**src/rtl/mux4_rr_arbiter_pkg.sv**
```systemverilog
// ============================================================================
// Module   : mux4_rr_arbiter_pkg
// Brief    : Shared state encodings, sizing constants and the round-robin
//            priority search for the mux4 round-robin arbiter.
// Revision : 1.0 - initial release
// ============================================================================
`default_nettype none

package mux4_rr_arbiter_pkg;

  localparam int N_REQ            = 4;
  localparam int HOLD_MAX_DEFAULT = 4;

  typedef enum logic [0:0] {
    ST_IDLE  = 1'b0,
    ST_GRANT = 1'b1
  } state_e;

  // First set request strictly after ptr, wrapping; ptr itself is checked last.
  function automatic logic [1:0] rr_pick(input logic [3:0] req, input logic [1:0] ptr);
    logic [1:0] idx;
    logic [1:0] result;
    logic       found;
    result = ptr;
    found  = 1'b0;
    for (int i = 1; i <= N_REQ; i++) begin
      idx = ptr + 2'(i);
      if (!found && req[idx]) begin
        result = idx;
        found  = 1'b1;
      end
    end
    return result;
  endfunction

endpackage

`default_nettype wire

```
**src/rtl/mux4.sv**
```systemverilog
// ============================================================================
// Module   : mux4
// Brief    : Gate-level 4:1 single-bit multiplexer.
// Revision : 1.0 - initial release
// ============================================================================
`default_nettype none

module mux4 (
  input  logic [3:0] in,
  input  logic [1:0] select,
  output logic       out
);

  logic [1:0] w_sel_n;
  logic [3:0] w_term;

  not u_inv0 (w_sel_n[0], select[0]);
  not u_inv1 (w_sel_n[1], select[1]);

  and u_and0 (w_term[0], in[0], w_sel_n[1], w_sel_n[0]);
  and u_and1 (w_term[1], in[1], w_sel_n[1], select[0]);
  and u_and2 (w_term[2], in[2], select[1],  w_sel_n[0]);
  and u_and3 (w_term[3], in[3], select[1],  select[0]);

  or  u_or   (out, w_term[0], w_term[1], w_term[2], w_term[3]);

endmodule

`default_nettype wire

```
**src/rtl/mux4_rr_arbiter.sv**
```systemverilog
// ============================================================================
// Module   : mux4_rr_arbiter
// Brief    : Round-robin arbiter sharing one mux4 among four requesters, with
//            bounded hold and a registered data/valid output.
// Revision : 1.0 - initial release
// ============================================================================
`default_nettype none

module mux4_rr_arbiter
  import mux4_rr_arbiter_pkg::*;
#(
  parameter int HOLD_MAX = HOLD_MAX_DEFAULT
) (
  input  logic       clk,
  input  logic       rst,
  input  logic [3:0] req,
  input  logic [3:0] data_in,
  output logic [3:0] grant,
  output logic [1:0] select,
  output logic       data_out,
  output logic       valid
);

  localparam logic [3:0] C_CNT_LAST = 4'(HOLD_MAX - 1);

  state_e     state_q, state_d;
  logic [1:0] ptr_q, ptr_d;
  logic [3:0] cnt_q, cnt_d;
  logic [3:0] grant_q, grant_d;
  logic [1:0] select_q, select_d;
  logic       data_out_q, data_out_d;
  logic       valid_q, valid_d;

  logic [1:0] w_pick;
  logic       w_mux_out;

  assign w_pick = rr_pick(req, ptr_q);

  mux4 u_mux4 (
    .in     (data_in),
    .select (select_q),
    .out    (w_mux_out)
  );

  always_comb begin
    state_d    = state_q;
    ptr_d      = ptr_q;
    cnt_d      = cnt_q;
    grant_d    = grant_q;
    select_d   = select_q;
    data_out_d = data_out_q;
    valid_d    = valid_q;
    case (state_q)
      ST_IDLE: begin
        grant_d = 4'b0000;
        valid_d = 1'b0;
        if (|req) begin
          grant_d  = 4'b0001 << w_pick;
          select_d = w_pick;
          ptr_d    = w_pick;
          cnt_d    = 4'd0;
          state_d  = ST_GRANT;
        end
      end
      ST_GRANT: begin
        data_out_d = w_mux_out;
        valid_d    = 1'b1;
        // Release leaves a bubble: the IDLE cycle does the next arbitration.
        if (!req[select_q] || (cnt_q == C_CNT_LAST)) begin
          grant_d = 4'b0000;
          cnt_d   = 4'd0;
          state_d = ST_IDLE;
        end else begin
          cnt_d = cnt_q + 4'd1;
        end
      end
      default: begin
        grant_d = 4'b0000;
        cnt_d   = 4'd0;
        state_d = ST_IDLE;
      end
    endcase
  end

  always_ff @(posedge clk) begin
    if (rst) begin
      state_q    <= ST_IDLE;
      ptr_q      <= 2'd3;
      cnt_q      <= 4'd0;
      grant_q    <= 4'b0000;
      select_q   <= 2'd0;
      data_out_q <= 1'b0;
      valid_q    <= 1'b0;
    end else begin
      state_q    <= state_d;
      ptr_q      <= ptr_d;
      cnt_q      <= cnt_d;
      grant_q    <= grant_d;
      select_q   <= select_d;
      data_out_q <= data_out_d;
      valid_q    <= valid_d;
    end
  end

  assign grant    = grant_q;
  assign select   = select_q;
  assign data_out = data_out_q;
  assign valid    = valid_q;

endmodule

`default_nettype wire
```
**config.mk**
```make
export PLATFORM = sky130hd
export DESIGN_NAME = mux4_rr_arbiter
export DESIGN_NICKNAME = d
export VERILOG_FILES = /design/src/rtl/mux4_rr_arbiter_pkg.sv /design/src/rtl/mux4.sv /design/src/rtl/mux4_rr_arbiter.sv
export SDC_FILE = /design/constraint.sdc
export NUM_CORES = 1
export LEC_CHECK = 0
export CORE_MARGIN = 5
export CORE_UTILIZATION = 40
export CTS_CLUSTER_DIAMETER = 30
export DETAILED_ROUTE_END_ITERATION = 8
export HOLD_SLACK_MARGIN = 0.03
export MAX_ROUTING_LAYER = met4
export PLACE_DENSITY = 0.78
export SLEW_MARGIN = 20
export SYNTH_ARGS = -nofsm -noshare
export SYNTH_HDL_FRONTEND = slang
export SYNTH_HIERARCHICAL = 1
export SYNTH_SLANG_ARGS = --single-unit
```
**constraint.sdc**
```tcl
create_clock -name clk -period 1.57 [get_ports clk]
set_input_delay 0.2355 -clock clk [delete_from_list [all_inputs] [get_ports clk]]
set_output_delay 0.2355 -clock clk [all_outputs]
set_load 0.05 [all_outputs]
```
# Word-level counts from Yosys, hierarchy flattened
# Cells that the tools add are included.
[classes]
add_sub_neg = 4
magnitude_cmp = 5
eq_ne = 3
n_shift = 1
mux = 27
bitwise_logic = 3
n_reduce_logical = 15
[ops]
columns = ["operator", "n"]
rows = [
  ["$mux W4", 4],
  ["$pmux W4 S2", 2],
  ["$lt A2 B3 Y1 const B", 5],
  ["$reduce_and A3 Y1", 4],
  ["$bmux W1 S2", 5],
  ["$mux W1", 10],
  ["$mux W2", 4],
  ["$reduce_or A4 Y1", 2],
  ["$add A2 B2 Y2 const B", 2],
  ["$add A4 B1 Y4 const B", 1],
  ["$eq A4 B2 Y1 const B", 1],
  ["$logic_not A1 Y1", 4],
  ["$pmux W1 S2", 2],
  ["$shl A1 B2 Y4 const A", 1],
  ["$logic_and A1 B1 Y1", 3],
  ["$not A1 Y1", 3],
  ["$add A2 B1 Y2 const B", 1],
  ["$ne A2 B1 Y1 const B", 1],
  ["$ne A2 B2 Y1 const B", 1],
  ["$reduce_and A2 Y1", 1],
  ["$logic_or A1 B1 Y1", 1],
]
[word_totals]
reg_bits = 15
inputBits = 10
out_inout_bits = 8
wordCells = 65

# Longest topological paths before layout
# Gate-level depths: netlist of run 1.
[depth]
depth_word = 16
depth_mapped = 6
mapped_depth_nobuf = 5

# By module
# Netlist of run 1, hierarchy kept.
[modules_own_cells]
columns = ["mod", "n_inst", "cells_per_inst", "area_each_um2", "seq_area_each_um2"]
rows = [
  ["mux4_rr_arbiter", 1, 80, 724.4, 300.3],
  ["mux4", 1, 1, 22.5, 0.0],
]

# Worst setup path after synthesis of run 1
# No wires, ideal clock.
[synth_timing]
path_type = "register to register"
from = "register select_q[0], in the netlist select[0]"
to = "register cnt_q[2]"
setup_ps = 132
t_arrival_ps = 1782
required_time_ps = 1438
path_slack_ps = -344
stages_incl_launch_ff = 6
path_buffers = 1
period_less_slack_ps = 1914
cell_sequence = "dfxtp_1 > mux4_1 > o211a_1 > buf_2 > or3b_1 > a31oi_1"
[synth_between]
elab_chain_len = 6
[synth_lines]
columns = ["item", "line_no", "rtl"]
rows = [
  ["start, declared", "mux4_rr_arbiter.sv:30", "logic [1:0] select_q, select_d;"],
  ["start signal, assigned", "mux4_rr_arbiter.sv:99", "select_q <= select_d;"],
  ["$bmux W1 S2", "mux4_rr_arbiter.sv:69", "if (!req[select_q] || (cnt_q == C_CNT_LAST)) begin"],
  ["$mux W1 (not written as such)", "mux4_rr_arbiter.sv:69", ""],
  ["$logic_not A1 Y1", "mux4_rr_arbiter.sv:69", ""],
  ["$logic_or A1 B1 Y1", "mux4_rr_arbiter.sv:69", ""],
  ["$mux W4", "mux4_rr_arbiter.sv:69", ""],
  ["$pmux W4 S2", "mux4_rr_arbiter.sv:53", "case (state_q)"],
  ["end signal, assigned", "mux4_rr_arbiter.sv:97", "cnt_q <= cnt_d;"],
  ["end, declared", "mux4_rr_arbiter.sv:28", "logic [3:0] cnt_q, cnt_d;"],
]
# Every way passes these cells. The select of a mux whose other input is x is not followed.
# A chain may end at the register's enable or synchronous reset.

# Final worst setup path of run 1
# Ends and elaborated chain as after synthesis.

==> impl_metrics.py, run 1 <==
metrics = {
    "power": {
        "sw_frac_of_total_pct": 33.2,
        "power.internal_uw": 680,
        "p_comb_share_pct": 34.3,
        "power_switching_uw": 338,
        "p_leak_nw": 0.487,
        "p_seq_share_pct": 44.0,
        "p_total_mw": 1.02,
        "p_per_area_nw_per_um2": 929,
        "ir_drop_mv": 0.820,
        "pwr-share-clk_pct": 21.8,
    },
    "worst_setup_path": {
        "r2r-start": "select[0]",
        "rr_worst_depth": 4,
        "slowest_stage": "or3b_4",
        "cpPeakStageDelay_ns": 0.39,
        "path_cells": "mux4_2 -> o211a_1 -> or3b_4 -> a31oi_1",
        "reg2reg_to": "cnt_q[2]",
        "cp.required_ns": 1.78,
        "critPathLaunchType": "flip-flop",
        "cp_data_arrival_time_ns": 1.72,
        "path_buf_inv": 0,
        "cp-end-kind": "flip-flop",
        "worst_path_dominant_cell_family": "simple AND/OR/NAND/NOR gates",
        "crit_path_max_fanout": 4,
        "setup.worst_path.class": "reg2reg",
        "r2r_slack_ns": 0.06,
    },
    "floorplan": {
        "core_um2": 1750,
        "die_h_um": 53.2,
        "die_w_um": 53.2,
        "fp-row-count": 15,
        "num_io_pins": 18,
        "start_util_pct": 42.8,
        "dieArea_um2": 2830,
    },
    "route": {
        "viasPerCell": 5.20,
        "num_vias": 728,
        "drtAntennaViolNets": 0,
        "drt_first_pass_iters": 4,
        "drc_errors": 0,
        "drtIter0Drc": 12,
        "wirelength_um": 1830,
        "post_drt_wl_per_cell_um": 13.0,
    },
    "place": {
        "dp_hpwl_um": 1310,
        "port_buffers": 17,
        "placed_cells": 133,
        "place.gp.congestion": 0.809,
        "dp_slack_ns": -0.386,
    },
    "yosys": {
        "yosys_warnings": 6,
        "seq_area_frac_synth_pct": 40.2,
        "ys_seq_elements": 15,
        "syn_avg_cell_area_um2": 9.22,
        "synth_area_leaders": "dfxtp_1, nor2_1, nand3b_1, mux2i_1, mux4_1",
        "ys_types": 31,
        "yosysTopAreaCell": "dfxtp_1",
        "yosysTopAreaCellShare_pct": 40.2,
        "synth_nets": 92,
        "netlist_instances": 81,
        "syn_area_um2": 747,
    },
    "grt": {
        "antenna_found_initial": 0,
        "grt_pass1_vias": 750,
        "overflow": 0,
        "grt_max_degree": 11,
        "grtUsageTotal_pct": 15.5,
        "grt_pass1_wl_um": 3040,
    },
    "layout": {
        "nFillCells": 148,
        "antenna_cells": 0,
        "layout.nets": 127,
        "multi_input_area_um2": 444,
        "instances_no_fill": 140,
        "regArea_um2": 307,
        "drive_gt1_share_pct": 35.7,
        "syn2layout_area_growth_pct": 46.7,
    },
    "timing": {
        "clock_skew_ns": 0.00510,
        "max_clock_freq_mhz": 663,
        "slew_violations": 0,
        "whs_ns": 0.498,
        "period_share_pct": 96.1,
        "setup-violations-final": 0,
        "fin_setup_tns_ns": 0,
        "finalHoldViolations": 0,
        "tightestPinTransition_ns": 0.385,
        "slew_headroom_pct": 74.3,
        "postLayoutSetupSlackWorst_ns": 0.0610,
        "min_period_ns": 1.51,
    },
    "clocking": {
        "path_clk_slew_ns": 0.09,
        "clock-sinks": 15,
        "cts_root_buffer": "clkbuf_4",
        "clk_latency_ns": 0.28,
        "cts_buffers": 3,
        "cts_tree": "built",
        "postCtsHoldBufs": 0,
        "cts_buffer_depth": 2,
        "h-tree-depth": 1,
    },
    "hold_path": {
        "min-delay-start": "cnt_q[3]",
        "hold_path_end": "cnt_q[3]",
        "holdPathStages": 2,
        "hp-class": "reg2reg",
    },
    "outcome": {
        "status": "finished, final reports clean",
    },
    "job": {
        "maxCapViolations": 0,
    },
}
## state kept, by name, summed over array words and instances, names as in the netlist
name	count
state_q	1
ptr_q	2
grant	4
select	2
cnt_q	4
valid	1
data_out	1
## area by class of cell
class,count,share of cell area (%)
Multi-Input combinational cell,61,40.5
Tap cell,25,2.85
Clock buffer,4,2.40
Timing Repair Buffer,35,26.3
Sequential cell,15,28.0
## routing by layer
metal | vias to the layer above | wire [µm] | track usage [%]
li1 | 362 | - | -
met1 | 340 | 777 | 16.0
met2 | 20 | 888 | 26.5
met3 | 6 | 95 | 3.10
met4 | 0 | 65 | 9.79
met5 | - | 0 | -
## through the flow
step                      util (%)  area (µm²)
after detailed placement      58.4        1020
final                         62.8        1100
after CTS                     60.6        1060
after global routing          62.8        1100
after global placement        58.4        1020
after floorplan                  -         754
## repair_timing
action | 4_1_cts | 5_1_grt
setup endpoints to repair | 5 | 8
resized for setup | 4 | 6
setup buffers | 1 | 2
pin swaps | 2 | 1
## kinds of logic after synthesis
group                      after synthesis  synth area share, %
adders and majority gates                1                 1.67
DFF                                     15                 40.2
muxes                                    5                 10.6
AOI/OAI and AO/OA                       15                 14.9
and+or+nand+nor                         40                 29.7
buffers and inverters                    5                 3.01
## layout by cell type, fill, tap and decap left out, types with 2 or more instances in the layout
cell type / netlist / routed
nor2b_1: 3 / 3
dlygate4sd2_1: 0 / 2
nand3b_1: 5 / 5
o21ai_0: 2 / 2
a21oi_1: 4 / 4
nand2b_1: 2 / 2
clkbuf_4: 0 / 3
nor2_1: 13 / 13
o41ai_1: 2 / 2
mux2i_1: 3 / 3
o31ai_2: 2 / 2
clkdlybuf4s50_1: 0 / 5
nor3_1: 4 / 4
buf_4: 0 / 26
mux4_2: 1 / 2
dfxtp_2: 0 / 2
dlymetal6s2s_1: 0 / 2
nand2_1: 3 / 3
dfxtp_1: 15 / 12
## cells in the mapped netlist
master and number:
a211oi_1 1, o21bai_1 1, o41ai_1 2, dfxtp_1 15, mux4_2 1, mux2i_1 3, clkbuf_1 2, nor4_1 2
a22oi_1 1, nor2b_1 3, o211a_1 1, or3b_1 1, nand2_1 3, nand3_1 1, and3b_1 1, a21oi_1 4
nand2b_1 2, or2_2 1, nor2_1 13, o21ai_0 2, buf_2 3, a31oi_1 1, nand3b_1 5, or2b_1 1
or4_4 1, and2_1 1, ha_1 1, or2_0 1, nor3_1 4, mux4_1 1, o31ai_2 2
## power by group through the flow
stage	Sequential (mW)	Clock [mW]	Combinational [mW]
global route	0.454	0.245	0.374
floorplan	0.520	0	0.137
finish	0.448	0.222	0.349
detailed placement	0.456	0	0.325
CTS	0.447	0.228	0.332
global placement	0.454	0	0.320
## worst min-delay path: cells and delay by family, from the launching register on
family	cells	cell delay, ns
AOI/OAI and AO/OA	1	0.05
DFF	1	0.34
and+or+nand+nor	1	0.06
## worst max path at each step
stage | from | end | slack (ns) | cells past startpoint
after global routing | select[0] | cnt_q[3] | -0.003 | 5
after CTS | req[2] | grant[0] | 0.0002 | 5
after detailed placement | req[1] | ptr_q[0] | -0.39 | 7
after global placement | req[1] | ptr_q[0] | -0.32 | 7
final | select[0] | cnt_q[2] | 0.06 | 4
after floorplan | select[0] | cnt_q[2] | 0.01 | 5
(Power assumes the default switching activity.)
==> inputs of run 2 (changes only) <==
CORE_MARGIN = unset   (was 5)
GPL_TIMING_DRIVEN = 1   (was unset)
==> run 2 against run 1 <==
  * Final cell count fell by 2.9%
  * Wire length shrank 7.0%
  * Core utilization shrank 2.8 points
  * Clock skew increased by 0.0014 ns
  * Hold slack got worse by 0.0046 ns
  * Power is 2.7% lower
  * Global-route usage grew 4.2 points
  * Maximum frequency up 0.47%
  * Via count decreased by 1.4%
  * Combinational power decreased by 6.0%
  * Non-clock buffer count is 4 lower
  * Design area down 4.5%
  * Critical path type unchanged
  * Critical endpoint is now grant[0]
==> impl_metrics.py, run 2 (same netlist as run 1, synthesis figures left out) <==
metrics = {
    "outcome": {
        "status": "finished, final reports clean",
    },
    "worst_setup_path": {
        "cp.required_ns": 1.75,
        "setup.worst_path.class": "reg2reg",
        "path_cells": "mux4_2 -> o211a_1 -> buf_4 -> nand3b_1 -> o31ai_2",
        "crit_path_max_fanout": 5,
        "slowest_stage": "mux4_2",
        "cp_data_arrival_time_ns": 1.68,
        "cpPeakStageDelay_ns": 0.50,
        "cp-end-kind": "flip-flop",
        "rr_worst_depth": 5,
        "critPathLaunchType": "flip-flop",
    },
    "timing": {
        "slew_violations": 0,
        "postLayoutSetupSlackWorst_ns": 0.0680,
        "fin_setup_tns_ns": 0,
        "finalHoldViolations": 0,
        "period_share_pct": 95.7,
        "tightestPinTransition_ns": 0.393,
        "slew_headroom_pct": 73.5,
        "setup-violations-final": 0,
        "min_period_ns": 1.50,
        "clock_skew_ns": 0.00646,
        "max_clock_freq_mhz": 666,
    },
    "clocking": {
        "cts_tree": "built",
        "h-tree-depth": 1,
        "clk_latency_ns": 0.28,
        "clock-sinks": 15,
        "cts_root_buffer": "clkbuf_4",
        "cts_buffers": 3,
        "path_clk_slew_ns": 0.09,
        "cts_buffer_depth": 2,
    },
    "layout": {
        "layout.nets": 123,
        "drive_gt1_share_pct": 31.5,
        "final_core_util_pct": 60.0,
        "syn2layout_area_growth_pct": 40.2,
        "mostFrequentLayoutCells": "buf_4, nor2_1, dfxtp_1, nand3b_1, clkdlybuf4s50_1",
        "design_area_um2": 1050,
        "layout_commonest_cell": "buf_4",
        "antenna_cells": 0,
    },
    "route": {
        "viasPerCell": 5.28,
        "drt_first_pass_iters": 4,
        "drtIter0Drc": 14,
        "drtAntennaViolNets": 0,
        "wirelength_um": 1700,
        "post_drt_wl_per_cell_um": 12.5,
        "drc_errors": 0,
        "num_vias": 718,
    },
    "grt": {
        "met2_usage_pct": 34.2,
        "grt_pass1_vias": 692,
        "grt_pass1_wl_um": 2770,
        "grtUsageMet1_pct": 21.5,
        "grtUsageTotal_pct": 19.7,
        "gr-usage-met3_pct": 3.60,
        "antenna_found_initial": 0,
        "overflow": 0,
        "grt_max_degree": 9,
        "grt-busiest-layer": "met2",
    },
    "power": {
        "p_per_area_nw_per_um2": 945,
        "power_switching_uw": 326,
        "p_comb_share_pct": 33.1,
        "p_leak_nw": 0.453,
        "ir_drop_mv": 0.641,
        "power.internal_uw": 664,
        "sw_frac_of_total_pct": 33.0,
        "pwr-share-clk_pct": 21.6,
        "p_seq_share_pct": 45.2,
    },
    "floorplan": {
        "die_w_um": 45.2,
        "dieArea_um2": 2040,
        "start_util_pct": 42.8,
        "num_io_pins": 18,
        "fp-row-count": 15,
        "core_um2": 1750,
        "die_h_um": 45.2,
    },
    "place": {
        "place.gp.congestion": 0.795,
        "dp_hpwl_um": 1310,
        "port_buffers": 17,
        "postPlaceCellArea_um2": 997,
        "dp_slack_ns": -0.394,
    },
    "job": {
        "maxCapViolations": 0,
    },
    "hold_path": {
        "hp-class": "reg2reg",
        "holdPathStages": 2,
    },
}
run 2: cell types whose count changed in the layout (fill, tap and decap cells not counted), sizes merged:
cell | before | now
buf | 26 | 22
dlygate4sd2 | 2 | 3
dlymetal6s2s | 2 | 1
run 2: worst max-delay path: cells and delay by family, from the launching register on:
family	cells	cell delay [ns]
compound gates	2	0.25
mux	1	0.50
flops	1	0.38
simple gates	1	0.10
buf+inv	1	0.17
run 2: power by group through the flow:
stage               registers [mW]  clock network [mW]  logic [mW]
floorplan                    0.520                   0       0.137
global placement             0.454                   0       0.310
detailed placement           0.456                   0       0.316
CTS                          0.448               0.220       0.322
global route                 0.454               0.238       0.351
finish                       0.448               0.214       0.328
run 2: metrics by stage:
| stage | instances | total power, mW | hold slack (ns) |
|---|---|---|---|
| floorplan | 81 | 0.657 | 0.458 |
| global placement | 130 | 0.764 | 0.465 |
| detailed placement | 130 | 0.772 | 0.481 |
| CTS | 136 | 0.990 | 0.495 |
| global route | 136 | 1.04 | 0.523 |
| finish | 136 | 0.990 | 0.493 |
run 2: path summary, 6_finish.rpt:
check	slack [ns]	endpoint	start
setup / recovery	0.07	grant[0]	select[0]
hold / removal	0.49	cnt_q[3]	cnt_q[3]
setup reg to reg	0.07	grant[0]	select[0]
hold reg to reg	0.49	cnt_q[3]	cnt_q[3]
run 2: timing repair:
item                       4_1_cts  5_1_grt
resized for setup                5        3
cloned                           0        0
setup buffers                    2        0
setup endpoints to repair        3        9
hold buffers                     0        0
pin swaps                        2        0
run 2: final cells by class:
type                       instances  area, µm²
fill                             157        698
multi-input combinational         61        427
sequential                        15        309
timing repair buffer              31        254
tap                               25       31.3
clock buffer                       4       26.3
run 2: metal layers:
layer / routed length, µm / part of all wire, %
met1: 744 / 44
met5: 0 / 0
met2: 861 / 51
met4: 19 / 1.1
met3: 73 / 4.3
==> inputs of run 3 (changes only) <==
RECOVER_POWER = 50   (was unset)
SKIP_CTS_REPAIR_TIMING = 1   (was unset)
==> run 3 against run 2 <==
  * Die area did not move
  * Clock skew barely moved
  * Clock power barely moved
  * Hold slack got worse by 0.0046 ns
  * Combinational power fell by 6.7%
  * Sequential cell count did not move
  * Power fell by 2.2%
  * Largest power group unchanged
==> impl_metrics.py, run 3 (same netlist as run 1, synthesis figures left out) <==
metrics = {
    "outcome": {
        "status": "finished, final reports clean",
    },
    "hold_path": {
        "holdPathStages": 5,
        "min-delay-start": "req[0]",
        "hold_path_end": "cnt_q[3]",
        "hp-class": "in2reg",
    },
    "worst_setup_path": {
        "cp.required_ns": 1.74,
        "reg2reg_to": "cnt_q[0]",
        "r2r_slack_ns": 0.07,
        "slowest_stage": "mux4_2",
        "cp_data_arrival_time_ns": 1.68,
        "critPathLaunchType": "flip-flop",
        "crit_path_max_fanout": 4,
        "r2r-start": "select[0]",
        "rr_worst_depth": 5,
        "setup.worst_path.class": "reg2reg",
        "crit_path_start": "select[0]",
        "cp-end-kind": "flip-flop",
        "cpPeakStageDelay_ns": 0.50,
        "path_cells": "mux4_2 -> o211a_1 -> buf_4 -> mux2i_1 -> nor2_1",
    },
    "floorplan": {
        "dieArea_um2": 2040,
        "core_um2": 1750,
        "start_util_pct": 42.8,
        "die_w_um": 45.2,
        "fp-row-count": 15,
        "die_h_um": 45.2,
        "num_io_pins": 18,
    },
    "route": {
        "drt_first_pass_iters": 4,
        "drc_errors": 0,
        "wirelength_um": 1700,
        "drtAntennaViolNets": 0,
        "num_vias": 712,
        "viasPerCell": 5.27,
        "post_drt_wl_per_cell_um": 12.6,
        "drtIter0Drc": 13,
    },
    "clocking": {
        "cts_root_buffer": "clkbuf_4",
        "clock-sinks": 15,
        "path_clk_slew_ns": 0.09,
        "h-tree-depth": 1,
        "clk_latency_ns": 0.28,
        "cts_tree": "built",
        "cts_buffer_depth": 2,
        "cts_buffers": 3,
    },
    "timing": {
        "rsz0062_at_grt": "no",
        "finalHoldViolations": 0,
        "clock_skew_ns": 0.00615,
        "max_clock_freq_mhz": 665,
        "slew_headroom_pct": 60.2,
        "fin_setup_tns_ns": 0,
        "period_share_pct": 95.8,
        "tightestPinTransition_ns": 0.600,
        "slew_violations": 0,
        "min_period_ns": 1.50,
        "setup-violations-final": 0,
    },
    "layout": {
        "mostFrequentLayoutCells": "nor2_1, buf_4, dfxtp_1, clkbuf_1, nand3b_1",
        "nFillCells": 159,
        "antenna_cells": 0,
        "syn2layout_area_growth_pct": 36.3,
        "layout.nets": 122,
        "final_core_util_pct": 58.4,
        "drive_gt1_share_pct": 23.6,
    },
    "power": {
        "p_per_area_nw_per_um2": 950,
        "p_leak_nw": 0.438,
        "ir_drop_mv": 0.596,
    },
    "grt": {
        "grt_max_degree": 9,
        "grt_pass1_vias": 659,
        "antenna_found_initial": 0,
        "grtUsageTotal_pct": 18.3,
        "grt_pass1_wl_um": 2600,
        "overflow": 0,
    },
    "place": {
        "dp_hpwl_um": 1310,
        "port_buffers": 17,
        "place.gp.congestion": 0.795,
    },
    "job": {
        "maxCapViolations": 0,
    },
}
-- run 3: changes by cell type in the layout (fill, tap and decap cells not counted) --
cell / before / now
clkdlybuf4s50_1: 5 / 4
clkbuf_1: 1 / 9
buf_4: 22 / 13
dfxtp_4: 2 / 1
dfxtp_2: 1 / 2
dlygate4sd2_1: 3 / 0
dlymetal6s2s_1: 1 / 4
dlygate4sd3_1: 0 / 1
-- run 3: area by class of cell --
type,instances,area (µm²),area share (%)
flip-flops and latches,15,307,30.1
well taps,25,31.3,3.07
multi-input cells,61,427,41.9
clock buffers,4,26.3,2.58
repair buffers,30,228,22.4
-- run 3: worst max path at each step --
stage | end | slack [ns] | depth (start not counted)
final | cnt_q[0] | 0.07 | 5
after global routing | cnt_q[3] | 0.01 | 5
after detailed placement | grant[2] | -0.39 | 5
after CTS | grant[2] | -0.11 | 5
after global placement | grant[2] | -0.33 | 5
after floorplan | cnt_q[2] | 0.01 | 5
-- run 3: where the power goes --
group / internal (mW) / switching, mW
clock network: 0.0985 / 0.116
logic: 0.128 / 0.179
registers: 0.416 / 0.0309
total: 0.642 / 0.326
-- run 3: metal layers --
metal / vias up / share of wire, % / global-route usage, %
met5: - / 0 / -
met4: 0 / 1.1 / 9.09
met3: 2 / 4.0 / 3.60
met2: 24 / 49 / 30.1
met1: 333 / 46 / 21.0
li1: 353 / - / -
-- run 3: worst max-delay path: cells and delay by family, from the launching register on --
kind	cells	cell delay, ns
flops	1	0.38
compound gates	1	0.18
buf+inv	1	0.15
mux	2	0.63
simple gates	1	0.05
-- run 3: through the flow --
| step | total power [mW] | area, µm² | setup slack [ns] | instances | hold slack [ns] |
|---|---|---|---|---|---|
| finish | 0.968 | 1020 | 0.0660 | 135 | 0.489 |
| global route | 1.02 | 1020 | 0.0139 | 135 | 0.508 |
| CTS | 0.984 | 1020 | -0.108 | 134 | 0.495 |
| detailed placement | 0.772 | 997 | -0.394 | 130 | 0.481 |
| global placement | 0.764 | 997 | -0.327 | 130 | 0.465 |
| floorplan | 0.657 | 754 | 0.0108 | 81 | 0.458 |
